**config.mk**
```make
export PLATFORM = sky130hd
export DESIGN_NAME = load_store_unit
export DESIGN_NICKNAME = d
export VERILOG_FILES = /design/src/rtl/load_store_unit.sv
export SDC_FILE = /design/constraint.sdc
export NUM_CORES = 1
export LEC_CHECK = 0
export BUFFER_PORTS_ARGS = -buffer_cell sky130_fd_sc_hd__buf_2
export CAP_MARGIN = 20
export CORE_ASPECT_RATIO = 0.7
export CORE_MARGIN = 1
export CORE_UTILIZATION = 52
export DETAILED_ROUTE_END_ITERATION = 10
export PLACE_DENSITY_LB_ADDON = 0.1
export SETUP_SLACK_MARGIN = 0.05
export SLEW_MARGIN = 40
export SYNTH_ARGS = -nofsm -noshare
export SYNTH_HDL_FRONTEND = slang
export SYNTH_SLANG_ARGS = --single-unit
```
**constraint.sdc**
```tcl
create_clock -name CLK -period 4.15 [get_ports CLK]
set_input_delay 0.2075 -clock CLK [delete_from_list [all_inputs] [get_ports CLK]]
set_output_delay 0.2075 -clock CLK [all_outputs]
set_load 0.02 [all_outputs]
```
**src/rtl/load_store_unit.sv**
```systemverilog
// Load/store controller between the pipeline and a big-endian, word-wide data memory.
// Sub-word stores are read-modify-write; misaligned or illegal requests complete without a memory cycle.
module load_store_unit #(
    parameter int READ_WAIT = 2
) (
    input  logic        CLK,
    input  logic        Reset,
    input  logic        Start,
    input  logic        IsStore,
    input  logic [2:0]  Op,
    input  logic [31:0] Addr,
    input  logic [31:0] StoreData,
    output logic        Busy,
    output logic        Done,
    output logic [31:0] LoadData,
    output logic        AddressError,
    output logic [31:0] MemAddress,
    output logic [31:0] MemWriteData,
    output logic        MemWriteEnable,
    output logic        MemoryRead,
    input  logic [31:0] MemData,
    output logic [1:0]  DebugState
);

    localparam int CW = (READ_WAIT > 1) ? $clog2(READ_WAIT) : 1;
    localparam logic [CW-1:0] LAST_WAIT = CW'(READ_WAIT - 1);

    localparam logic [2:0] OP_B  = 3'b000;
    localparam logic [2:0] OP_H  = 3'b001;
    localparam logic [2:0] OP_W  = 3'b011;
    localparam logic [2:0] OP_BU = 3'b100;
    localparam logic [2:0] OP_HU = 3'b101;

    typedef enum logic [1:0] {
        S_IDLE  = 2'd0,
        S_READ  = 2'd1,
        S_WRITE = 2'd2,
        S_DONE  = 2'd3
    } state_t;

    state_t        state_q, state_d;
    logic [CW-1:0] cnt_q, cnt_d;
    logic [2:0]    op_q, op_d;
    logic [1:0]    off_q, off_d;
    logic          store_q, store_d;
    logic [15:0]   sdata_q, sdata_d;
    logic          err_q, err_d;
    logic [31:0]   load_q, load_d;
    logic [31:0]   maddr_q, maddr_d;
    logic [31:0]   wdata_q, wdata_d;
    logic          busy_q, done_q, aerr_q, mwe_q, mrd_q;

    function automatic logic is_legal(input logic st, input logic [2:0] op, input logic [1:0] off);
        case (op)
            OP_B:    is_legal = 1'b1;
            OP_H:    is_legal = ~off[0];
            OP_W:    is_legal = (off == 2'b00);
            OP_BU:   is_legal = ~st;
            OP_HU:   is_legal = ~st & ~off[0];
            default: is_legal = 1'b0;
        endcase
    endfunction

    // Lane 0 is the most significant byte (big-endian).
    function automatic logic [31:0] extend_load(input logic [31:0] w, input logic [2:0] op,
                                                input logic [1:0] off);
        logic [7:0]  b;
        logic [15:0] h;
        case (off)
            2'd0:    b = w[31:24];
            2'd1:    b = w[23:16];
            2'd2:    b = w[15:8];
            default: b = w[7:0];
        endcase
        h = off[1] ? w[15:0] : w[31:16];
        case (op)
            OP_B:    extend_load = {{24{b[7]}}, b};
            OP_BU:   extend_load = {24'd0, b};
            OP_H:    extend_load = {{16{h[15]}}, h};
            OP_HU:   extend_load = {16'd0, h};
            default: extend_load = w;
        endcase
    endfunction

    function automatic logic [31:0] merge_store(input logic [31:0] w, input logic [2:0] op,
                                                input logic [1:0] off, input logic [15:0] s);
        merge_store = w;
        if (op == OP_B) begin
            case (off)
                2'd0:    merge_store[31:24] = s[7:0];
                2'd1:    merge_store[23:16] = s[7:0];
                2'd2:    merge_store[15:8]  = s[7:0];
                default: merge_store[7:0]   = s[7:0];
            endcase
        end else if (off[1]) begin
            merge_store[15:0] = s;
        end else begin
            merge_store[31:16] = s;
        end
    endfunction

    always_comb begin
        state_d = state_q;
        cnt_d   = cnt_q;
        op_d    = op_q;
        off_d   = off_q;
        store_d = store_q;
        sdata_d = sdata_q;
        err_d   = err_q;
        load_d  = load_q;
        maddr_d = maddr_q;
        wdata_d = wdata_q;
        case (state_q)
            S_IDLE: begin
                if (Start) begin
                    op_d    = Op;
                    off_d   = Addr[1:0];
                    store_d = IsStore;
                    sdata_d = StoreData[15:0];
                    cnt_d   = '0;
                    if (!is_legal(IsStore, Op, Addr[1:0])) begin
                        err_d   = 1'b1;
                        state_d = S_DONE;
                    end else begin
                        err_d   = 1'b0;
                        maddr_d = {Addr[31:2], 2'b00};
                        if (IsStore && (Op == OP_W)) begin
                            wdata_d = StoreData;
                            state_d = S_WRITE;
                        end else begin
                            state_d = S_READ;
                        end
                    end
                end
            end
            S_READ: begin
                cnt_d = cnt_q + 1'b1;
                if (cnt_q == LAST_WAIT) begin
                    // The write-data register doubles as the RMW holding register.
                    if (store_q) begin
                        wdata_d = merge_store(MemData, op_q, off_q, sdata_q);
                        state_d = S_WRITE;
                    end else begin
                        load_d  = extend_load(MemData, op_q, off_q);
                        state_d = S_DONE;
                    end
                end
            end
            S_WRITE: state_d = S_DONE;
            S_DONE: begin
                err_d   = 1'b0;
                state_d = S_IDLE;
            end
            default: state_d = S_IDLE;
        endcase
    end

    always_ff @(posedge CLK or posedge Reset) begin
        if (Reset) begin
            state_q <= S_IDLE;
            cnt_q   <= '0;
            op_q    <= '0;
            off_q   <= '0;
            store_q <= 1'b0;
            sdata_q <= '0;
            err_q   <= 1'b0;
            load_q  <= '0;
            maddr_q <= '0;
            wdata_q <= '0;
            busy_q  <= 1'b0;
            done_q  <= 1'b0;
            aerr_q  <= 1'b0;
            mwe_q   <= 1'b0;
            mrd_q   <= 1'b0;
        end else begin
            state_q <= state_d;
            cnt_q   <= cnt_d;
            op_q    <= op_d;
            off_q   <= off_d;
            store_q <= store_d;
            sdata_q <= sdata_d;
            err_q   <= err_d;
            load_q  <= load_d;
            maddr_q <= maddr_d;
            wdata_q <= wdata_d;
            // Strobes are flopped from the next state so they are glitch-free.
            busy_q  <= (state_d == S_READ) || (state_d == S_WRITE);
            done_q  <= (state_d == S_DONE);
            aerr_q  <= (state_d == S_DONE) && err_d;
            mwe_q   <= (state_d == S_WRITE);
            mrd_q   <= (state_d == S_READ);
        end
    end

    assign Busy           = busy_q;
    assign Done           = done_q;
    assign LoadData       = load_q;
    assign AddressError   = aerr_q;
    assign MemAddress     = maddr_q;
    assign MemWriteData   = wdata_q;
    assign MemWriteEnable = mwe_q;
    assign MemoryRead     = mrd_q;
    assign DebugState     = state_q;

endmodule

```
After elaboration in Yosys (flattened, before gate mapping)
Cells that the tools add are included.

Memory bits (read-only): 0. Memory bits (writable): 0. Bits in registers: 125. Latch bits: 0. Input port bits: 103. Output and inout port bits: 103. Memories kept: 0. Logic and storage cells: 85.

Reduce and logical (&&, ||, !) cells: 15. Add/subtract/negate cells: 1. Bitwise logic cells: 4. Div/mod/pow operators: 0. Multiply operators: 0. Equal/unequal tests: 20. Multiplexer cells: 30. Shift operators: 0. Order comparisons: 0.

Operators with widths (number): 32-bit 2-to-1 mux (6); 32-bit one-hot mux with 4 select lines (1); 32-bit one-hot mux with 2 select lines (1); 16-bit 2-to-1 mux (3); 8-bit 2-to-1 mux (4); 8-bit one-hot mux with 3 select lines (1); 3-bit equality test (second input constant) (4); 2-bit equality test (second input constant) (5); 2-bit inequality test (second input constant) (5); 2-bit 2-to-1 mux (4); 2-bit one-hot mux with 4 select lines (1); 2-bit by 1-bit equality test with 1-bit output (second input constant) (3); 3-bit by 1-bit equality test with 1-bit output (second input constant) (2); 2-bit logical NOT (3); 3-bit logical NOT (2); 1-bit 2-to-1 mux (6); 3-bit AND reduction (2); 6-bit AND reduction (1); 1-bit one-hot mux with 5 select lines (1); 1-bit one-hot mux with 2 select lines (2); 2-bit AND reduction (2); 3-bit by 2-bit equality test with 1-bit output (second input constant) (1); 1-bit NOT (3); 3-bit OR reduction (1); 5 further kinds (6).

Depth between registers and ports, before layout
Gate-level depths: netlist of the first run.

Depth in word-level cells: 10. Depth in mapped cells: 10. Depth with buffers taken out: 7.

Worst setup path after synthesis of the first run
OpenSTA, ideal clock, no wires.

Kind: register to register. Start point: register state_q[0] (netlist: DebugState[0]). End point: register busy_q (netlist: Busy). Setup time: 0.126 ns. Data required time: 4.024 ns. Stages on the path, launching flop included: 10. Buffers on the path: 3. Data arrival time: 2.125 ns. Clock period less this slack: 2.251 ns. Setup slack: 1.899 ns. Cell sequence: dfrtp_1 -> inv_1 -> ha_1 -> clkbuf_8 -> nand2_1 -> nor2b_1 -> clkbuf_1 -> buf_2 -> a221oi_1 -> ha_1.

Word-level cells in the longest chain between the ends: 4. Elaborated cells between the ends (all ways): 10. Classes of those cells: eq/ne (5); mux (3); reduce/logical (2).

RTL lines: start: declaration (RTL line 41) `state_t state_q, state_d;`; start signal: assignment (RTL line 176) `state_q <= state_d;`; 2-bit equality test (tied with other cells) (RTL line 113) `case (state_q)`; 2-bit one-hot mux with 4 select lines * (RTL line 113); named net state_d[1] (RTL line 41); 2-bit by 1-bit equality test with 1-bit output / 2-bit equality test (equally long branches) (RTL line 187) `busy_q <= (state_d == S_READ) || (state_d == S_WRITE);`; 1-bit logical OR * (RTL line 187); end signal: assignment (RTL line 187); end: declaration (RTL line 51) `logic busy_q, done_q, aerr_q, mwe_q, mrd_q;`.

The timed path passes the listed nets; every way through them passes the cells marked *. A chain may end at the register's enable or synchronous reset.

Final worst setup path of the first run
Start point: register state_q[0] (netlist: DebugState[0]). End point: register wdata_q[26] (netlist: MemWriteData[26]).

Word-level cells in the longest chain between the ends: 3. Elaborated cells between the ends (all ways): 10. Classes of those cells: eq/ne (6); mux (1); reduce/logical (3).

RTL lines: 2-bit by 1-bit equality test with 1-bit output / 2-bit logical NOT (equally long branches) (RTL line 113); 2-bit inequality test (no line) / 2-bit nonzero test (equally long branches); 6-bit AND reduction (no line); end signal: assignment (RTL line 185) `wdata_q <= wdata_d;`; end: declaration (RTL line 50) `logic [31:0] wdata_q, wdata_d;`.

Parallel ways exist; a longest one is shown, timed or not.

==> results of run 1 <==
==> stage by stage <==
step                      power (mW)  area, um^2  utilization
final                          7.660        8352       0.6678
after detailed placement       6.066        7716       0.6169
after global routing           8.116        8352       0.6678
after CTS                      7.651        8339       0.6668
after global placement         5.941        7709       0.6163
after floorplan                5.071        6726            -
==> Yosys cell counts, types with 2 or more instances <==
| library cell | n |
|---|---|
| a32oi_1 | 4 |
| nand3b_1 | 2 |
| dfrtp_1 | 125 |
| nand2b_1 | 7 |
| clkbuf_1 | 22 |
| a31oi_1 | 4 |
| o21a_1 | 10 |
| buf_1 | 2 |
| o21ai_0 | 58 |
| nor2_1 | 28 |
| clkbuf_8 | 3 |
| o22ai_1 | 20 |
| ha_1 | 6 |
| buf_2 | 13 |
| clkbuf_2 | 2 |
| buf_4 | 3 |
| mux2_4 | 4 |
| mux2_2 | 95 |
| and3b_1 | 9 |
| nor2b_1 | 20 |
| mux2i_1 | 12 |
| inv_1 | 23 |
| a21oi_1 | 56 |
| a211oi_2 | 3 |
| a22oi_1 | 4 |
| buf_6 | 6 |
| a211oi_1 | 21 |
| nand2_1 | 42 |
| nor3_1 | 4 |
==> cells by family (layout without fill, tap and decap cells) <==
family                   after synthesis  count (layout)  share of synthesized area
AO/OA/AOI/OAI                        195             195                     0.1820
adder cells (fa/ha/maj)                6               6                    0.01117
buffers and inverters                 75             269                    0.05918
flip-flops                           125             125                     0.4653
multiplexers                         112             112                     0.1893
other                                  1               2                  0.0005578
AND/OR/NAND/NOR                      122             122                    0.09250
==> sequential cells by signal, summed over array words and instances (netlist names), 2 cells and up <==
name,flops
LoadData,32
DebugState,2
sdata_q,16
MemAddress,30
MemWriteData,32
op_q,3
off_q,2
==> where the power goes <==
group / total [mW] / switching, mW / internal (mW)
Combinational: 3.72 / 2.16 / 1.57
Sequential: 2.38 / 0.543 / 1.84
Clock: 1.55 / 0.597 / 0.955
Total: 7.66 / 3.30 / 4.36
==> routing by layer <==
metal,share of wire,vias up
met2,0.44,313
met3,0.10,29
met4,0.017,0
met1,0.44,2800
li1,-,2651
met5,0,-
==> layout make-up <==
type                       instances  area [um^2]
tap                              162        202.7
clock inverter                    15        187.7
clock buffer                      17        425.4
inverter                          23        88.84
timing repair buffer             214         1101
multi-input combinational        437         3216
fill                            1018         4155
sequential                       125         3131
==> worst min-delay path by stage <==
stage / start / endpoint / depth (start not counted) / slack, ps
6_report: Addr[24] / MemAddress[24]$_DFFE_PP0P_ / 2 / 20
5_1_grt: Addr[19] / MemAddress[19]$_DFFE_PP0P_ / 2 / 10
4_1_cts: Addr[24] / MemAddress[24]$_DFFE_PP0P_ / 2 / 2
3_5_place_dp: Reset / MemAddress[15]$_DFFE_PP0P_ / 2 / 320
3_3_place_gp: Reset / MemAddress[13]$_DFFE_PP0P_ / 2 / 310
2_1_floorplan: MemData[16] / LoadData[16]$_DFFE_PP0P_ / 2 / 340
==> repair_timing <==
action,4_1_cts,5_1_grt
endpoints found under the setup margin,0,0
hold endpoints to repair,46,0
hold buffers,1,0
buffers inserted,0,0
==> results by group, run 1 <==
Clocking
  • CTS root buffer: clkbuf_16
  • CTS H-tree depth: 4
  • Clk sinks: ~130
  • Total CTS buffers: 17
  • Clk_lat worst skew: 420 ps
  • Longest Clk Path Bufs: 2
  • CTS tree: built
  • CTS resizes: 0
  • Clk slew on worst S/H paths: 60 ps

STA
  • Slew margin rel.: 0.4654
  • Max Slew Vio Count: 0
  • Fmax: 0.3990 GHz
  • Slew @ Worst Pin: 801.8 ps
  • Tmin final: about 2500 ps
  • Final Hold Fails: 0
  • Hold_ws: 16.99 ps
  • Setup repair after global routing missed its margin: false
  • Final Setup Violations: 0
  • Worst setup margin: 1644 ps
  • Tcrit/Tclk final: 0.6039
  • Fin Clk Skew: roughly 10 ps
  • Setup TNS: 0 ps

Die
  • Initial Utilization: 0.5375
  • I/O Pins: 206
  • Die footprint: 13390 um^2
  • Die X: about 140 um
  • Core Box Area: 12510 um^2
  • Std cell rows: 34
  • Chip Height: 97.13 um

Critical path
  • CP peak stage delay: 450 ps
  • Crit-path cells: inv_1, ha_1, nor2_1, a211oi_4, buf_4, mux2_2
  • Slowest CP cell: buf_4
  • Worst EP arrival: ~2800 ps
  • Register-to-register setup slack: 1640 ps
  • Buf/Inv on CP: 2
  • Worst r2r path cells: 6
  • Crit. path cell count: 6
  • Setup crit end kind: flip-flop
  • Reg2reg start: DebugState[0]$_DFF_PP0_
  • Worst EP required: 4450 ps
  • Critical path origin: DebugState[0]$_DFF_PP0_
  • Startpoint types: flip-flop
  • Reg-to-reg endpoint: MemWriteData[26]$_DFFE_PP0P_
  • Critical Path Fanout Max: 24
  • Setup crit end: MemWriteData[26]$_DFFE_PP0P_
  • Critical path type: reg -> reg
  • Cell family with most CP delay: buffers and inverters

Global route
  • Final global-route overflow total: 0
  • Met1 Resource Use GR: 0.4476
  • Met3 usage: 0.07668
  • Largest net degree at the start of global routing: 82
  • GR peak layer: met1
  • Gr usage total: 0.2990
  • Vias in the first global route: ~5600
  • Initial antenna violation count: 1
  • First-pass GRT wire length: 30030 um
  • GR Util met2: 0.4258

Outcome
  • Status: complete, no violations

Synthesis
  • Post-synth EDFFs: 0
  • Synthesized area per cell: 10.57 um^2
  • Seq/Total Area, Yosys: 0.4653
  • Post-Syn Area: slightly below 7000 um^2
  • Unique cell type count in the Yosys netlist: 57
  • Yosys top cell by area: dfrtp_1
  • YS warnings: 0
  • Ys flop type: dfrtp_1
  • Post-synth ARST share: 1.000
  • Gate Count Post-Synth: between 600 and 700
  • Synth top area share: 0.4653
  • Dominant cells by area after synthesis: dfrtp_1 47%, mux2_2 16%, o21ai_0 4.3%
  • Yosys reg bits: 125

Power and ir drop
  • LEAKAGE: 3.914 nW
  • Max IR drop VDD: approximately 0.45 mV
  • Power Density: a little over 900 nW/um^2

Final layout
  • Most frequent cells in the layout: 203 x buf_2, 123 x dfrtp_1, 95 x mux2_2
  • Area grow syn2layout: 24.23%
  • Layout cells sized above 1: 0.4356
  • Most common cell after layout, fill and taps aside: buf_2
  • Final Non-Filler Cells: 993
  • Nets@finish: 927
  • Ant diodes: 0

Detailed routing
  • Routed WL per cell: 19.41 um
  • DRC viols: 0
  • First-pass DRT Iterations: 5
  • Antenna viol nets, final: 0
  • DR vias: 5793
  • Final wirelength: ~19000 um
  • First DRT Iteration DRCs: roughly 530
  • Vias per inst: 5.834

Worst hold path
  • Min-delay worst type: in -> reg

Place
  • Placed insts: 959
  • Pre-CTS WS: 1616 ps
  • Placer Congestion: 0.8716
  • Detailed placement HPWL: 13790 um
  • Port bufs: between 200 and 250

Flow run
  • Max Cap Viol: 0
Note: power is estimated with default switching activity, not from simulation.
==> run 2: changes to the inputs <==
--- a/config.mk
+++ b/config.mk
@@ -5,11 +5,12 @@
 export SDC_FILE = /design/constraint.sdc
 export NUM_CORES = 1
 export LEC_CHECK = 0
+export ABC_AREA = 1
 export BUFFER_PORTS_ARGS = -buffer_cell sky130_fd_sc_hd__buf_2
 export CAP_MARGIN = 20
 export CORE_ASPECT_RATIO = 0.7
 export CORE_MARGIN = 1
-export CORE_UTILIZATION = 52
+export CORE_UTILIZATION = 53
 export DETAILED_ROUTE_END_ITERATION = 10
 export PLACE_DENSITY_LB_ADDON = 0.1
 export SETUP_SLACK_MARGIN = 0.05
==> constraint.sdc (replaced) <==
create_clock -name CLK -period 2.5 [get_ports CLK]
set_input_delay 0.125 -clock CLK [delete_from_list [all_inputs] [get_ports CLK]]
set_output_delay 0.125 -clock CLK [all_outputs]
set_load 0.02 [all_outputs]
==> run 2 against run 1 <==
Net effect: area after synthesis rose by 9.3%; critical endpoint is now MemWriteData[17]$_DFFE_PP0P_; critical path depth is 2 higher; sequential cell count is the same; largest power group unchanged; combinational power up 86%; maximum frequency is 11% higher; core utilization increased by 4.7 points; setup slack worse by 1400 ps; wire length grew 19%; first-iteration DRC count rose by 50%; count of clock-buffer cells in the layout is the same.
==> results by group, run 2 <==
Outcome
  • Status: complete, no violations

Clocking
  • Clk slew on worst S/H paths: 60 ps (about the same)
  • Total CTS buffers: 17 (unchanged)
  • CTS H-tree depth: 4 (unchanged)
  • Clk_lat worst skew: 420 ps (about the same)
  • CTS tree: built
  • Longest Clk Path Bufs: 2 (unchanged)
  • CTS root buffer: clkbuf_16
  • Clk sinks: 125 (unchanged)
  • Setup Buffers After CTS: 0 (unchanged)

Power and ir drop
  • Combinational share of power: 0.518 (+0.032)
  • Clock share of power: 0.202 (about the same)
  • Sw Share: 0.4793 (+0.04893)
  • Int Pwr: 6.955 mW (+59%)
  • Max IR drop VDD: 0.7917 mV (+75%)
  • LEAKAGE: 5.397 nW (+38%)
  • NetSw: 6.402 mW (+94%)
  • Power Density: 1399 nW/um^2 (+53%)
  • Sequential share of power: 0.279 (-0.032)

Detailed routing
  • First DRT Iteration DRCs: 799 (+50%)
  • Wire length on met3: 2128 um (+7.2%)
  • DR vias: 7798 (+35%)
  • Vias per inst: 5.230 (-10%)
  • Routed WL per cell: 15.33 um (-21%)
  • DRC viols: 0 (unchanged)
  • First-pass DRT Iterations: 6 (+1)
  • Final wirelength: 22860 um (+19%)
  • Met1 Wirelength: 10300 um (+22%)
  • Antenna viol nets, final: 0 (unchanged)
  • Met2 WL post-DR: 9946 um (+17%)
  • Top Layer Used: met4

Global route
  • Vias in the first global route: 7219 (+30%)
  • Largest net degree at the start of global routing: 126 (+54%)
  • Initial antenna violation count: 0 (-1)
  • Final global-route overflow total: 0 (unchanged)
  • Gr usage total: 0.3305 (+0.03151)
  • First-pass GRT wire length: 36280 um (+21%)

Synthesis
  • Seq/Total Area, Yosys: 0.4257 (-0.03961)
  • Unique cell type count in the Yosys netlist: 30 (-47%)
  • Dominant cells by area after synthesis: dfrtp_1 43%, nand2_1 26%, nand3_1 6.8%
  • Post-Syn Area: 7348 um^2 (+9.3%)
  • Post-synth EDFFs: 0 (unchanged)
  • Yosys reg bits: 125 (unchanged)
  • Post-synth ARST share: 1.000 (unchanged)
  • Ys flop type: dfrtp_1
  • Synthesized area per cell: 6.906 um^2 (-35%)
  • Synth top area share: 0.4257 (-0.03961)
  • Count leader, synth: nand2_1
  • Gate Count Post-Synth: 1064 (+67%)
  • Yosys top cell by area: dfrtp_1
  • YS warnings: 0 (unchanged)
  • Most common library cells after synthesis: 510 x nand2_1, 125 x dfrtp_1, 100 x nand3_1

STA
  • Slew @ Worst Pin: 689.1 ps (-112.8 ps)
  • Hold_ws: 1.014 ps (-15.97 ps)
  • Tmin final: 2262 ps (-244.3 ps)
  • Setup repair after global routing missed its margin: false
  • Fmax: 0.4421 GHz (+11%)
  • Final Hold Fails: 0 (unchanged)
  • Final Setup Violations: 0 (unchanged)
  • Max Slew Vio Count: 0 (unchanged)
  • Fin Clk Skew: 12.45 ps (+2.394 ps)
  • Tcrit/Tclk final: 0.9047 (+0.3008)
  • Slew margin rel.: 0.5406 (+0.07519)
  • Setup TNS: 0 ps (unchanged)

Critical path
  • Setup crit end kind: flip-flop
  • Critical path origin: DebugState[1]$_DFF_PP0_
  • Reg-to-reg endpoint: MemWriteData[17]$_DFFE_PP0P_
  • Reg2reg start: DebugState[1]$_DFF_PP0_
  • Worst EP arrival: 2560 ps (-250 ps)
  • Startpoint types: flip-flop
  • Critical path type: reg -> reg
  • Worst r2r path cells: 8 (+2)
  • Worst EP required: 2800 ps (-1650 ps)
  • Register-to-register setup slack: 240 ps (-1410 ps)
  • Critical Path Fanout Max: 32 (+33%)

Worst hold path
  • Min-delay worst type: in -> reg
  • Hold path startpoint: Op[1]
  • Hold Path End: op_q[1]$_DFFE_PP0P_
  • Worst hold stages: 3 (+1)

Place
  • Detailed placement HPWL: 15710 um (+14%)
  • DP Area: 8371 um^2 (+8.5%)
  • Placer Congestion: 0.9384 (+7.7%)
  • Port bufs: 203 (unchanged)

Final layout
  • Nets@finish: 1402 (+51%)
  • Layout cells sized above 1: 0.2312 (-0.2044)
  • Most common cell after layout, fill and taps aside: nand2_1
  • Post-route cell area: 9549 um^2 (+14%)
  • Area grow syn2layout: 29.95%
  • Ant diodes: 0 (unchanged)
  • Most frequent cells in the layout: 510 x nand2_1, 203 x buf_2, 124 x dfrtp_1

Die
  • Die X: 142.7 um (+3.5%)
  • I/O Pins: 206 (unchanged)
  • Initial Utilization: 0.5502 (+0.01265)
  • Die footprint: 14350 um^2 (+7.1%)
  • Core Box Area: 13360 um^2 (+6.8%)
  • Std cell rows: 35 (+2.9%)
  • Chip Height: 100.5 um (+3.5%)

Flow run
  • Max Cap Viol: 0 (unchanged)
## run 2: cell types whose count changed after synthesis, moves of 13 or more
cell / before / now
nor2b_1: 20 / 0
buf_2: 13 / 28
mux2_2: 95 / 0
inv_1: 23 / 83
nand2_1: 42 / 510
o21ai_0: 58 / 28
o22ai_1: 20 / 0
nand3_1: 1 / 100
o21ai_1: 0 / 13
a211oi_1: 21 / 0
or2_2: 1 / 22
nor2_1: 28 / 3
## run 2: metrics by stage
step / setup slack, ps / utilization / power, mW / instances
after CTS: 237.0 / 0.7149 / 13.28 / 1491
final: 238.2 / 0.7149 / 13.36 / 1491
after global routing: 67.42 / 0.7149 / 14.32 / 1491
after floorplan: 644.5 / - / 8.587 / 1065
after detailed placement: 333.5 / 0.6267 / 10.46 / 1405
after global placement: 460.9 / 0.6267 / 10.32 / 1405
## run 2: logic make-up (layout without fill, tap and decap cells)
family,after synthesis,count (layout),share of synthesized area
DFF,125,125,0.4257
adders and majority gates,6,6,0.01022
AOI/OAI and AO/OA,123,123,0.08956
other,1,2,0.0005103
buffers and inverters,148,389,0.09569
and+or+nand+nor,661,661,0.3783
## run 2: area by class of cell
cell class                      instances  area [um^2]
Timing Repair Buffer                  272         1707
Tap cell                              185        231.5
Multi-Input combinational cell        792         3521
Fill cell                            1108         3807
Clock buffer                           17        425.4
Inverter                               85        322.8
Clock inverter                         15        212.7
Sequential cell                       125         3129
## run 2: power by group through the flow
stage | registers (mW) | clock network (mW) | logic [mW]
after floorplan | 4.44 | 0 | 4.15
after global placement | 3.69 | 0 | 6.63
after detailed placement | 3.70 | 0 | 6.75
after CTS | 3.70 | 2.71 | 6.87
after global routing | 3.83 | 2.80 | 7.69
final | 3.73 | 2.70 | 6.93
## run 2: repair_timing
item                                   4_1_cts  5_1_grt
hold buffers                                54        0
resized for setup                            0        0
endpoints found under the hold margin      178        0
## run 2: worst max-delay path by stage
stage	to	depth (start not counted)
3_3_place_gp	MemWriteData[16]$_DFFE_PP0P_	8
3_5_place_dp	MemWriteData[29]$_DFFE_PP0P_	8
5_1_grt	MemWriteData[17]$_DFFE_PP0P_	8
6_report	MemWriteData[17]$_DFFE_PP0P_	8
4_1_cts	MemWriteData[17]$_DFFE_PP0P_	8
2_1_floorplan	AddressError$_DFF_PP0_	10
## run 2: layer usage
layer	up-vias	GRT usage
met5	-	0
met4	0	0.1075
met3	39	0.06366
met2	389	0.5038
met1	3588	0.4745
li1	3782	-
## run 2: worst max-delay path, cell delays in order, from the launching register on
cell and delay (ps):
dfrtp_1 420, inv_1 120, ha_1 420, inv_1 170
o21ai_2 180, nand2_2 90, nand3b_4 440, nand2_1 210
nand2_1 80
